`src/rtl/invader_grid.sv`:
```
// invader_grid: owns the invader alive mask and runs a once-per-frame
// cell-by-cell laser hit scan. The scan goes bottom row first, so the kill
// lands on the invader nearest the player. At most one kill happens per frame.
`timescale 1ns/1ps
module invader_grid #(
   parameter int COLS    = 6,
   parameter int ROWS    = 5,
   parameter int CELL_W  = 32,
   parameter int CELL_H  = 24,
   parameter int INV_W   = 24,
   parameter int INV_H   = 16,
   parameter int PROJ_W  = 2,
   parameter int PROJ_H  = 8,
   parameter int PTS_TOP = 30,
   parameter int PTS_MID = 20,
   parameter int PTS_BOT = 10
) (
   input  logic                 clk,
   input  logic                 rst,
   input  logic                 frame,
   input  logic                 wave_reset,
   input  logic                 laser_active,
   input  logic [9:0]           laser_x,
   input  logic [9:0]           laser_y,
   input  logic [9:0]           grid_x,
   input  logic [9:0]           grid_y,
   output logic [COLS-1:0]      invader_collision,
   output logic [ROWS*COLS-1:0] alive,
   output logic                 hit_pulse,
   output logic [15:0]          score,
   output logic                 all_dead
);

   localparam int RW = (ROWS > 1) ? $clog2(ROWS) : 1;
   localparam int CW = (COLS > 1) ? $clog2(COLS) : 1;
   localparam int IW = (ROWS*COLS > 1) ? $clog2(ROWS*COLS) : 1;
   localparam logic [RW-1:0] ROW_LAST = RW'(ROWS-1);
   localparam logic [CW-1:0] COL_LAST = CW'(COLS-1);

   typedef enum logic [1:0] {IDLE, SCAN, DONE} state_t;

   state_t                state_q, state_d;
   logic [RW-1:0]         row_q, row_d;
   logic [CW-1:0]         col_q, col_d;
   logic [9:0]            lx_q, lx_d, ly_q, ly_d, gx_q, gx_d, gy_q, gy_d;
   logic                  found_q, found_d;
   logic [ROWS*COLS-1:0]  alive_q, alive_d;
   logic [15:0]           score_q, score_d;
   logic [COLS-1:0]       coll_q, coll_d;
   logic                  hit_q, hit_d;
   logic                  all_dead_q, all_dead_d;

   logic [10:0]           cx, cy, lx, ly;
   logic [IW-1:0]         cell_idx;
   logic                  overlap;
   logic [15:0]           pts;
   logic [16:0]           score_sum;

   // Current cell geometry and overlap test; 11-bit math so sums never wrap
   always_comb begin
      lx       = {1'b0, lx_q};
      ly       = {1'b0, ly_q};
      cx       = {1'b0, gx_q} + 11'(col_q) * 11'(CELL_W);
      cy       = {1'b0, gy_q} + 11'(row_q) * 11'(CELL_H);
      cell_idx = IW'(row_q) * IW'(COLS) + IW'(col_q);
      overlap  = (lx < cx + 11'(INV_W)) && (cx < lx + 11'(PROJ_W)) &&
                 (ly < cy + 11'(INV_H)) && (cy < ly + 11'(PROJ_H));
      if (row_q == '0)               pts = 16'(PTS_TOP);
      else if (row_q <= RW'(2))      pts = 16'(PTS_MID);
      else                           pts = 16'(PTS_BOT);
      score_sum = {1'b0, score_q} + {1'b0, pts};
   end

   // Scan FSM next-state and datapath; wave_reset overrides everything but score
   always_comb begin
      state_d    = state_q;
      row_d      = row_q;
      col_d      = col_q;
      lx_d       = lx_q;
      ly_d       = ly_q;
      gx_d       = gx_q;
      gy_d       = gy_q;
      found_d    = found_q;
      alive_d    = alive_q;
      score_d    = score_q;
      coll_d     = coll_q;
      hit_d      = 1'b0;
      all_dead_d = all_dead_q;
      case (state_q)
         IDLE: begin
            if (frame) begin
               coll_d = '0;
               if (laser_active) begin
                  lx_d    = laser_x;
                  ly_d    = laser_y;
                  gx_d    = grid_x;
                  gy_d    = grid_y;
                  found_d = 1'b0;
                  row_d   = ROW_LAST;
                  col_d   = '0;
                  state_d = SCAN;
               end
            end
         end
         SCAN: begin
            if (overlap && alive_q[cell_idx] && !found_q) begin
               alive_d[cell_idx] = 1'b0;
               found_d           = 1'b1;
               coll_d[col_q]     = 1'b1;
               hit_d             = 1'b1;
               score_d           = score_sum[16] ? 16'hFFFF : score_sum[15:0];
            end
            if (col_q == COL_LAST) begin
               col_d = '0;
               if (row_q == '0) state_d = DONE;
               else             row_d   = row_q - RW'(1);
            end else begin
               col_d = col_q + CW'(1);
            end
         end
         DONE: begin
            all_dead_d = (alive_q == '0);
            state_d    = IDLE;
         end
         default: state_d = IDLE;
      endcase
      if (wave_reset) begin
         alive_d    = '1;
         coll_d     = '0;
         all_dead_d = 1'b0;
         hit_d      = 1'b0;
         score_d    = score_q;
         state_d    = IDLE;
      end
   end

   // State and output registers
   always_ff @(posedge clk or posedge rst) begin
      if (rst) begin
         state_q    <= IDLE;
         row_q      <= '0;
         col_q      <= '0;
         lx_q       <= '0;
         ly_q       <= '0;
         gx_q       <= '0;
         gy_q       <= '0;
         found_q    <= 1'b0;
         alive_q    <= '1;
         score_q    <= '0;
         coll_q     <= '0;
         hit_q      <= 1'b0;
         all_dead_q <= 1'b0;
      end else begin
         state_q    <= state_d;
         row_q      <= row_d;
         col_q      <= col_d;
         lx_q       <= lx_d;
         ly_q       <= ly_d;
         gx_q       <= gx_d;
         gy_q       <= gy_d;
         found_q    <= found_d;
         alive_q    <= alive_d;
         score_q    <= score_d;
         coll_q     <= coll_d;
         hit_q      <= hit_d;
         all_dead_q <= all_dead_d;
      end
   end

   assign invader_collision = coll_q;
   assign alive             = alive_q;
   assign hit_pulse         = hit_q;
   assign score             = score_q;
   assign all_dead          = all_dead_q;

endmodule
```
`config.mk`:
```
export PLATFORM = sky130hd
export DESIGN_NAME = invader_grid
export DESIGN_NICKNAME = d
export VERILOG_FILES = /design/src/rtl/invader_grid.sv
export SDC_FILE = /design/constraint.sdc
export NUM_CORES = 1
export LEC_CHECK = 0
export ABC_AREA = 0
export CORE_UTILIZATION = 30
export CTS_BUF_LIST = sky130_fd_sc_hd__clkbuf_8 sky130_fd_sc_hd__clkbuf_16
export DETAILED_ROUTE_END_ITERATION = 12
export PLACE_DENSITY_LB_ADDON = 0.1
export SETUP_SLACK_MARGIN = 0.15
export SLEW_MARGIN = 20
export SYNTH_ARGS = -nofsm -noshare
export SYNTH_HDL_FRONTEND = slang
export SYNTH_SLANG_ARGS = --single-unit
```
`constraint.sdc`:
```
create_clock -name clk -period 5.1 [get_ports clk]
set_input_delay 1.02 -clock clk [delete_from_list [all_inputs] [get_ports clk]]
set_output_delay 1.02 -clock clk [all_outputs]
set_load 0.05 [all_outputs]
```
==> results of run 1 <==
==> critical path, cell delays in order (launching register included) <==
cell	delay, ps
dfrtp_1	460
ha_1	250
fa_1	650
ha_1	340
o21ai_0	290
nor2_1	120
o311ai_2	420
nand3_1	140
xor2_1	170
ha_1	310
nand3_1	70
o21ai_0	270
nand3_1	180
and3_1	330
buf_12	220
a22o_1	230
==> layout make-up <==
type,instances,area share [%]
Sequential cell,103,31.1
Inverter,30,1.40
Clock inverter,5,0.461
Timing Repair Buffer,109,12.8
Clock buffer,11,3.14
Multi-Input combinational cell,582,47.0
Tap cell,280,4.16
==> registers in the layout, summed over array words and instances, names as in the netlist, 6 cells and up <==
| register | flops |
|---|---|
| invader_collision | 6 |
| score | 16 |
| ly_q | 10 |
| lx_q | 10 |
| gy_q | 10 |
| gx_q | 10 |
| alive | 30 |
==> placed cells by master, fill, tap and decap left out, drive strengths merged, types with 5 or more instances in the layout <==
cell / instances
ha: 64
mux2i: 6
clkdlybuf4s50: 98
inv: 32
a31oi: 32
a41oi: 7
dfstp: 30
clkbuf: 11
nand2: 134
dfrtp: 73
fa: 5
nand3: 21
nand4: 13
nor2: 69
nor4: 11
nor3: 14
nand2b: 9
mux2: 9
buf: 11
nor2b: 6
a21oi: 27
o21ai: 30
and3: 18
mux4: 6
xor2: 17
a22o: 5
a21o: 14
xnor2: 16
nor3b: 7
==> power groups by stage <==
stage	Sequential (mW)	Combinational, mW	Clock (mW)
finish	0.993	1.55	0.711
global route	1.01	1.74	0.768
CTS	0.994	1.56	0.735
detailed placement	1.01	1.55	0
global placement	1.01	1.51	0
floorplan	1.04	1.12	0
==> cells by family (layout without fill, tap and decap cells) <==
kind of cell,count (synthesis),count (layout),share of synthesized area [%]
AO/OA/AOI/OAI,142,142,13.8
XOR/XNOR,33,33,4.44
adder cells (fa/ha/maj),70,70,13.3
buffers and inverters,61,155,4.23
flip-flops,103,103,38.1
multiplexers,21,21,4.33
AND/OR/NAND/NOR,316,316,21.7
==> synth_stat cells (3+ instances only) <==
master | n | share of area, %
a211oi_1 | 3 | 0.33
a21o_1 | 14 | 1.5
a21oi_1 | 27 | 2.0
a22o_1 | 5 | 0.64
a31oi_1 | 32 | 2.9
a32o_1 | 3 | 0.44
a41oi_1 | 7 | 0.89
and2_1 | 3 | 0.27
and3_1 | 17 | 1.6
buf_2 | 4 | 0.29
buf_6 | 5 | 0.82
clkbuf_1 | 17 | 0.93
dfrtp_1 | 73 | 27
dfstp_2 | 30 | 11
fa_1 | 5 | 1.5
ha_1 | 64 | 12
inv_1 | 30 | 1.6
mux2_1 | 6 | 0.99
mux2_2 | 3 | 0.49
mux2i_1 | 6 | 0.88
mux4_2 | 6 | 2.0
nand2_1 | 134 | 7.3
nand2b_1 | 9 | 0.82
nand3_1 | 21 | 1.5
nand4_1 | 12 | 1.1
nor2_1 | 69 | 3.8
nor2b_1 | 6 | 0.55
nor3_1 | 14 | 1.0
nor3b_1 | 7 | 0.77
nor4_1 | 9 | 0.82
o21ai_0 | 30 | 2.2
o21bai_1 | 3 | 0.33
o22ai_1 | 3 | 0.27
or2_2 | 3 | 0.27
xnor2_1 | 16 | 2.0
xor2_1 | 15 | 1.9
==> worst paths after layout <==
path / startpoint / to / slack (ps) / depth (start not counted)
worst max-delay path: row_q[1]$_DFFE_PP0P_ / found_q$_DFFE_PP0P_ / 530 / 15
worst max register to register: row_q[1]$_DFFE_PP0P_ / found_q$_DFFE_PP0P_ / 530 / 15
max in group asynchronous: rst / alive[17]$_DFFE_PP1P_ / 3080 / 3
worst min-delay path: score[0]$_DFFE_PP0P_ / score[0]$_DFFE_PP0P_ / 480 / 1
min in group asynchronous: rst / lx_q[8]$_DFFE_PP0P_ / 1150 / 2
worst min register to register: score[0]$_DFFE_PP0P_ / score[0]$_DFFE_PP0P_ / 480 / 1
==> metal layers <==
metal  routed length (um)  vias to the layer above
met5                    0                        -
met4                  256                        0
met3                  607                       15
met2                 9400                      103
met1                 9030                     2795
li1                     -                     2825
==> stage by stage <==
step | cells | hold slack [ps] | instance area, um2
final | 1120 | 480 | 8420
after global routing | 1120 | 511 | 8420
after CTS | 1120 | 492 | 8410
after detailed placement | 1104 | 476 | 8110
after global placement | 1104 | 478 | 8110
after floorplan | 746 | 450 | 6860
==> impl_metrics.py, run 1 <==
metrics = {
    "die": {
        "ios": 99,
        "dieArea_um2": 23500,
        "start_util_pct": 31.0,
        "fp.dieH_um": 153,
        "die_w_um": 153,
        "core_um2": 22100,
        "rows": 54,
    },
    "cells_and_area": {
        "seqCellArea_um2": 2620,
        "syn_to_final_growth_pct": 22.8,
        "nFillCells": 2250,
        "drive_gt1_share_pct": 9.52,
        "n_antenna_cell": 0,
        "multi_input_area_um2": 3960,
        "final_core_util_pct": 38.1,
        "nets": 949,
    },
    "cts": {
        "cts_repair_resize_count": 0,
        "clock_path_buffers": 2,
        "root_buffer": "clkbuf_16",
        "cts_made_buffers": 9,
        "cts_tree": "done",
        "cts_setup_buffers": 0,
        "clk_pin_slew_ps": 80,
        "cts_hold_buf": 0,
        "clk_latency_ps": 360,
        "clkSinkCount": 103,
        "ctsHtreeMaxLevel": 3,
    },
    "timing": {
        "period_minus_slack_ps": 4570,
        "fin_skew_ps": 10.3,
        "hold_violations": 0,
        "setup_tns_ps": 0,
        "fmax_ghz": 0.219,
        "slew_violations": 0,
        "grt_setup_unrepaired": "no",
        "relSlewSlack_pct": 46.2,
        "worst_pin_slew_ps": 796,
        "worst_slack_ps": 528,
        "finalSetupViolations": 0,
        "finalCritPeriodShare_pct": 89.7,
    },
    "worst_setup_path": {
        "worstPathArrival_ps": 4820,
        "worstPathRequired_ps": 5350,
        "crit_fanout": 31,
        "start_kind": "flop",
        "path_class": "flop to flop",
        "cp-end-kind": "flop",
    },
    "detailed_routing": {
        "wl_um": 19300,
        "first_pass_iters": 5,
        "drc": 0,
        "ant_nets": 0,
        "vias_per_cell": 5.12,
        "routedWlPerCell_um": 17.2,
        "drtIter0Drc": 238,
        "num_vias": 5738,
    },
    "power": {
        "switchingPower_mw": 1.38,
        "power_density_nw_per_um2": 387,
        "ir_drop_mv": 0.162,
        "pwr-share-seq_pct": 30.5,
        "p_comb_share_pct": 47.7,
        "p_leak_nw": 3.70,
        "finalPower_mw": 3.26,
        "switching_share_pct": 42.4,
        "internal_power_mw": 1.88,
        "p_clk_share_pct": 21.8,
    },
    "global_route": {
        "grt_pass1_wl_um": 32400,
        "grtUsageMet3_pct": 2.27,
        "met2_usage_pct": 30.1,
        "use_met1_pct": 22.7,
        "overflow": 0,
        "antenna_found_initial": 0,
        "top_usage_layer": "met2",
        "grt_pass1_vias": 6063,
        "grt_max_degree": 76,
        "grt_usage_pct": 17.5,
    },
    "place": {
        "gp_congestion": 0.804,
        "dp_hpwl_um": 14300,
        "pre_cts_slack_ps": 510,
        "portBuffers": 98,
    },
    "synthesis": {
        "syn_inst": 746,
        "async_flop_share_pct": 100,
        "ys_seq_area_share_pct": 38.1,
        "syn-num-nets": 860,
        "avgSynthCellArea_um2": 9.19,
        "synth_edf_count": 0,
        "ys_ff_latch": 103,
        "synth_ff_type": "dfrtp_1",
        "syn_area_um2": 6860,
        "yosysUniqueCellTypes": 63,
        "yosysWarnings": 0,
    },
    "job": {
        "drv_cap": 0,
    },
    "outcome": {
        "status": "finished clean",
    },
    "min_path": {
        "hold_path_class": "flop to flop",
    },
}
(Power assumes the default switching activity.)
==> inputs of run 2 (changes only) <==
--- a/config.mk
+++ b/config.mk
@@ -6,6 +6,7 @@
 export NUM_CORES = 1
 export LEC_CHECK = 0
 export ABC_AREA = 0
+export ABC_CLOCK_PERIOD_IN_PS = 5100
 export CORE_UTILIZATION = 30
 export CTS_BUF_LIST = sky130_fd_sc_hd__clkbuf_8 sky130_fd_sc_hd__clkbuf_16
 export DETAILED_ROUTE_END_ITERATION = 12
==> results of run 2 <==
The final DEF is identical to that of run 1; final timing and power are the same.
==> inputs of run 3 (changes only) <==
--- a/config.mk
+++ b/config.mk
@@ -6,7 +6,7 @@
 export NUM_CORES = 1
 export LEC_CHECK = 0
 export ABC_AREA = 0
-export ABC_CLOCK_PERIOD_IN_PS = 5100
+export ABC_CLOCK_PERIOD_IN_PS = 3900
 export CORE_UTILIZATION = 30
 export CTS_BUF_LIST = sky130_fd_sc_hd__clkbuf_8 sky130_fd_sc_hd__clkbuf_16
 export DETAILED_ROUTE_END_ITERATION = 12
==> constraint.sdc (replaced) <==
create_clock -name clk -period 3.9 [get_ports clk]
set_input_delay 0.78 -clock clk [delete_from_list [all_inputs] [get_ports clk]]
set_output_delay 0.78 -clock clk [all_outputs]
set_load 0.05 [all_outputs]
==> run 3 against run 2 <==
The run now ends with negative setup slack left. Worst setup slack got worse by 610 ps. Sequential power grew 30%. Critical path depth increased by 2.
==> impl_metrics.py, run 3 (synthesized netlist as in run 1, its figures left out) <==
metrics = {
    "timing": {
        "finalCritPeriodShare_pct": 102,
        "relSlewSlack_pct": 19.5,
        "worst_pin_slew_ps": 1190,
        "grt_setup_unrepaired": "yes",
        "hold_ws_ps": 471,
        "fmax_ghz": 0.251,
        "fin_skew_ps": 9.89,
        "worst_slack_ps": -83.8,
        "finalSetupViolations": 49,
        "hold_violations": 0,
        "period_minus_slack_ps": 3980,
        "slew_violations": 0,
    },
    "power": {
        "ir_drop_mv": 0.306,
        "power_density_nw_per_um2": 541,
        "p_leak_nw": 3.96,
    },
    "place": {
        "dp.cells": 1136,
        "pre_cts_slack_ps": -280,
        "portBuffers": 98,
        "gp_congestion": 0.826,
        "dp_hpwl_um": 14300,
        "dpl-instance-area_um2": 8430,
    },
    "global_route": {
        "grt_max_degree": 58,
        "grt_pass1_wl_um": 32400,
        "overflow": 0,
        "antenna_found_initial": 0,
        "grt_usage_pct": 17.3,
        "grt_pass1_vias": 6196,
    },
    "cells_and_area": {
        "final_area_um2": 9090,
        "syn_to_final_growth_pct": 32.6,
        "instances_no_fill": 1161,
        "layout_commonest_cell": "nand2_1",
        "nFillCells": 2148,
        "largest_reg_flops": 30,
        "n_antenna_cell": 0,
        "multi_input_area_um2": 4240,
        "nets": 990,
        "layout_common_cells": "nand2_1, clkdlybuf4s50_1, dfrtp_1",
        "drive_gt1_share_pct": 18.2,
        "seqCellArea_um2": 2620,
    },
    "cts": {
        "cts_made_buffers": 9,
        "cts_tree": "done",
        "clk_latency_ps": 360,
        "cts_hold_buf": 0,
        "clkSinkCount": 103,
        "clk_pin_slew_ps": 80,
        "clock_path_buffers": 2,
        "ctsHtreeMaxLevel": 3,
        "root_buffer": "clkbuf_16",
    },
    "outcome": {
        "status": "finished, violations left",
        "violations": "negative setup slack",
    },
    "worst_setup_path": {
        "max_stage_delay_ps": 500,
        "path_class": "flop to flop",
        "worstPathRequired_ps": 4150,
        "crit_fanout": 7,
        "cp-end-kind": "flop",
        "worstPathArrival_ps": 4240,
        "start_kind": "flop",
        "worst-r2r-cell-count": 17,
        "critical_path.most_common_cell": "o21ai_4",
        "worstPathCellList": "ha_2 -> fa_2 -> xor2_2 -> ha_4 -> o21ai_4 -> or4b_4 -> o311ai_4 -> buf_4 -> xor2_1 -> ha_1 -> a21o_1 -> a21oi_2 -> o21ai_4 -> nand3_4 -> buf_6 -> nand4_1 -> mux2_4",
        "slowest_stage": "or4b_4",
    },
    "min_path": {
        "hold_path_class": "flop to flop",
        "min_path_cells": 1,
    },
    "detailed_routing": {
        "vias_per_cell": 5.11,
        "first_pass_iters": 5,
        "routedWlPerCell_um": 17.0,
        "ant_nets": 0,
        "drtIter0Drc": 276,
        "drc": 0,
        "wl_um": 19700,
        "num_vias": 5932,
    },
    "die": {
        "die_w_um": 153,
        "ios": 99,
        "core_um2": 22100,
        "fp.dieH_um": 153,
        "start_util_pct": 31.0,
        "rows": 54,
        "dieArea_um2": 23500,
    },
    "job": {
        "drv_cap": 0,
    },
}
## run 3: critical path: cells and delay by family (launching register included)
kind / cells / cell delay (ps)
fa+ha+maj: 4 / 1130
mux: 1 / 320
flops: 1 / 390
simple gates: 3 / 760
xor+xnor: 2 / 330
buf+inv: 2 / 320
compound gates: 5 / 630
## run 3: worst paths after layout
kind | start | slack, ps | endpoint
max | row_q[0]$_DFFE_PP0P_ | -80 | score[5]$_DFFE_PP0P_
min | score[0]$_DFFE_PP0P_ | 470 | score[0]$_DFFE_PP0P_
max reg2reg | row_q[0]$_DFFE_PP0P_ | -80 | score[5]$_DFFE_PP0P_
min reg2reg | score[0]$_DFFE_PP0P_ | 470 | score[0]$_DFFE_PP0P_
max in group asynchronous | rst | 2290 | gy_q[4]$_DFFE_PP0P_
min in group asynchronous | rst | 850 | all_dead$_DFFE_PP0P_
## run 3: metal layers
metal | up-vias | share of wire, % | track usage, %
met5 | - | 0 | 0
met4 | 0 | 0.97 | 4.33
met3 | 15 | 3.2 | 2.52
met2 | 102 | 50 | 29.9
met1 | 2911 | 46 | 22.7
li1 | 2904 | - | -
## run 3: repair_timing
item	CTS	global route
endpoints found under the hold margin	0	0
gates cloned	0	2
resized for setup	15	28
setup endpoints to repair	54	54
buffers inserted	3	4
pin swaps	7	14
## run 3: area by class of cell
class / instances / share of cell area, %
inverter: 30 / 1.27
clock inverter: 5 / 0.413
sequential: 103 / 28.8
clock buffer: 11 / 3.03
tap: 280 / 3.86
multi-input combinational: 582 / 46.6
timing repair buffer: 150 / 16.0
## run 3: through the flow
stage / power (mW) / util (%) / TNS (ps)
after floorplan: 2.88 / - / 0
after global placement: 3.55 / 38.1 / -3440
after detailed placement: 3.58 / 38.1 / -9990
after CTS: 4.70 / 40.0 / -1890
after global routing: 5.29 / 41.1 / -9370
final: 4.92 / 41.1 / -2000
## run 3: report_power, final
group          switching [mW]  internal (mW)
clock                   0.443          0.516
sequential              0.117           1.17
combinational            1.45           1.22
total                    2.01           2.91
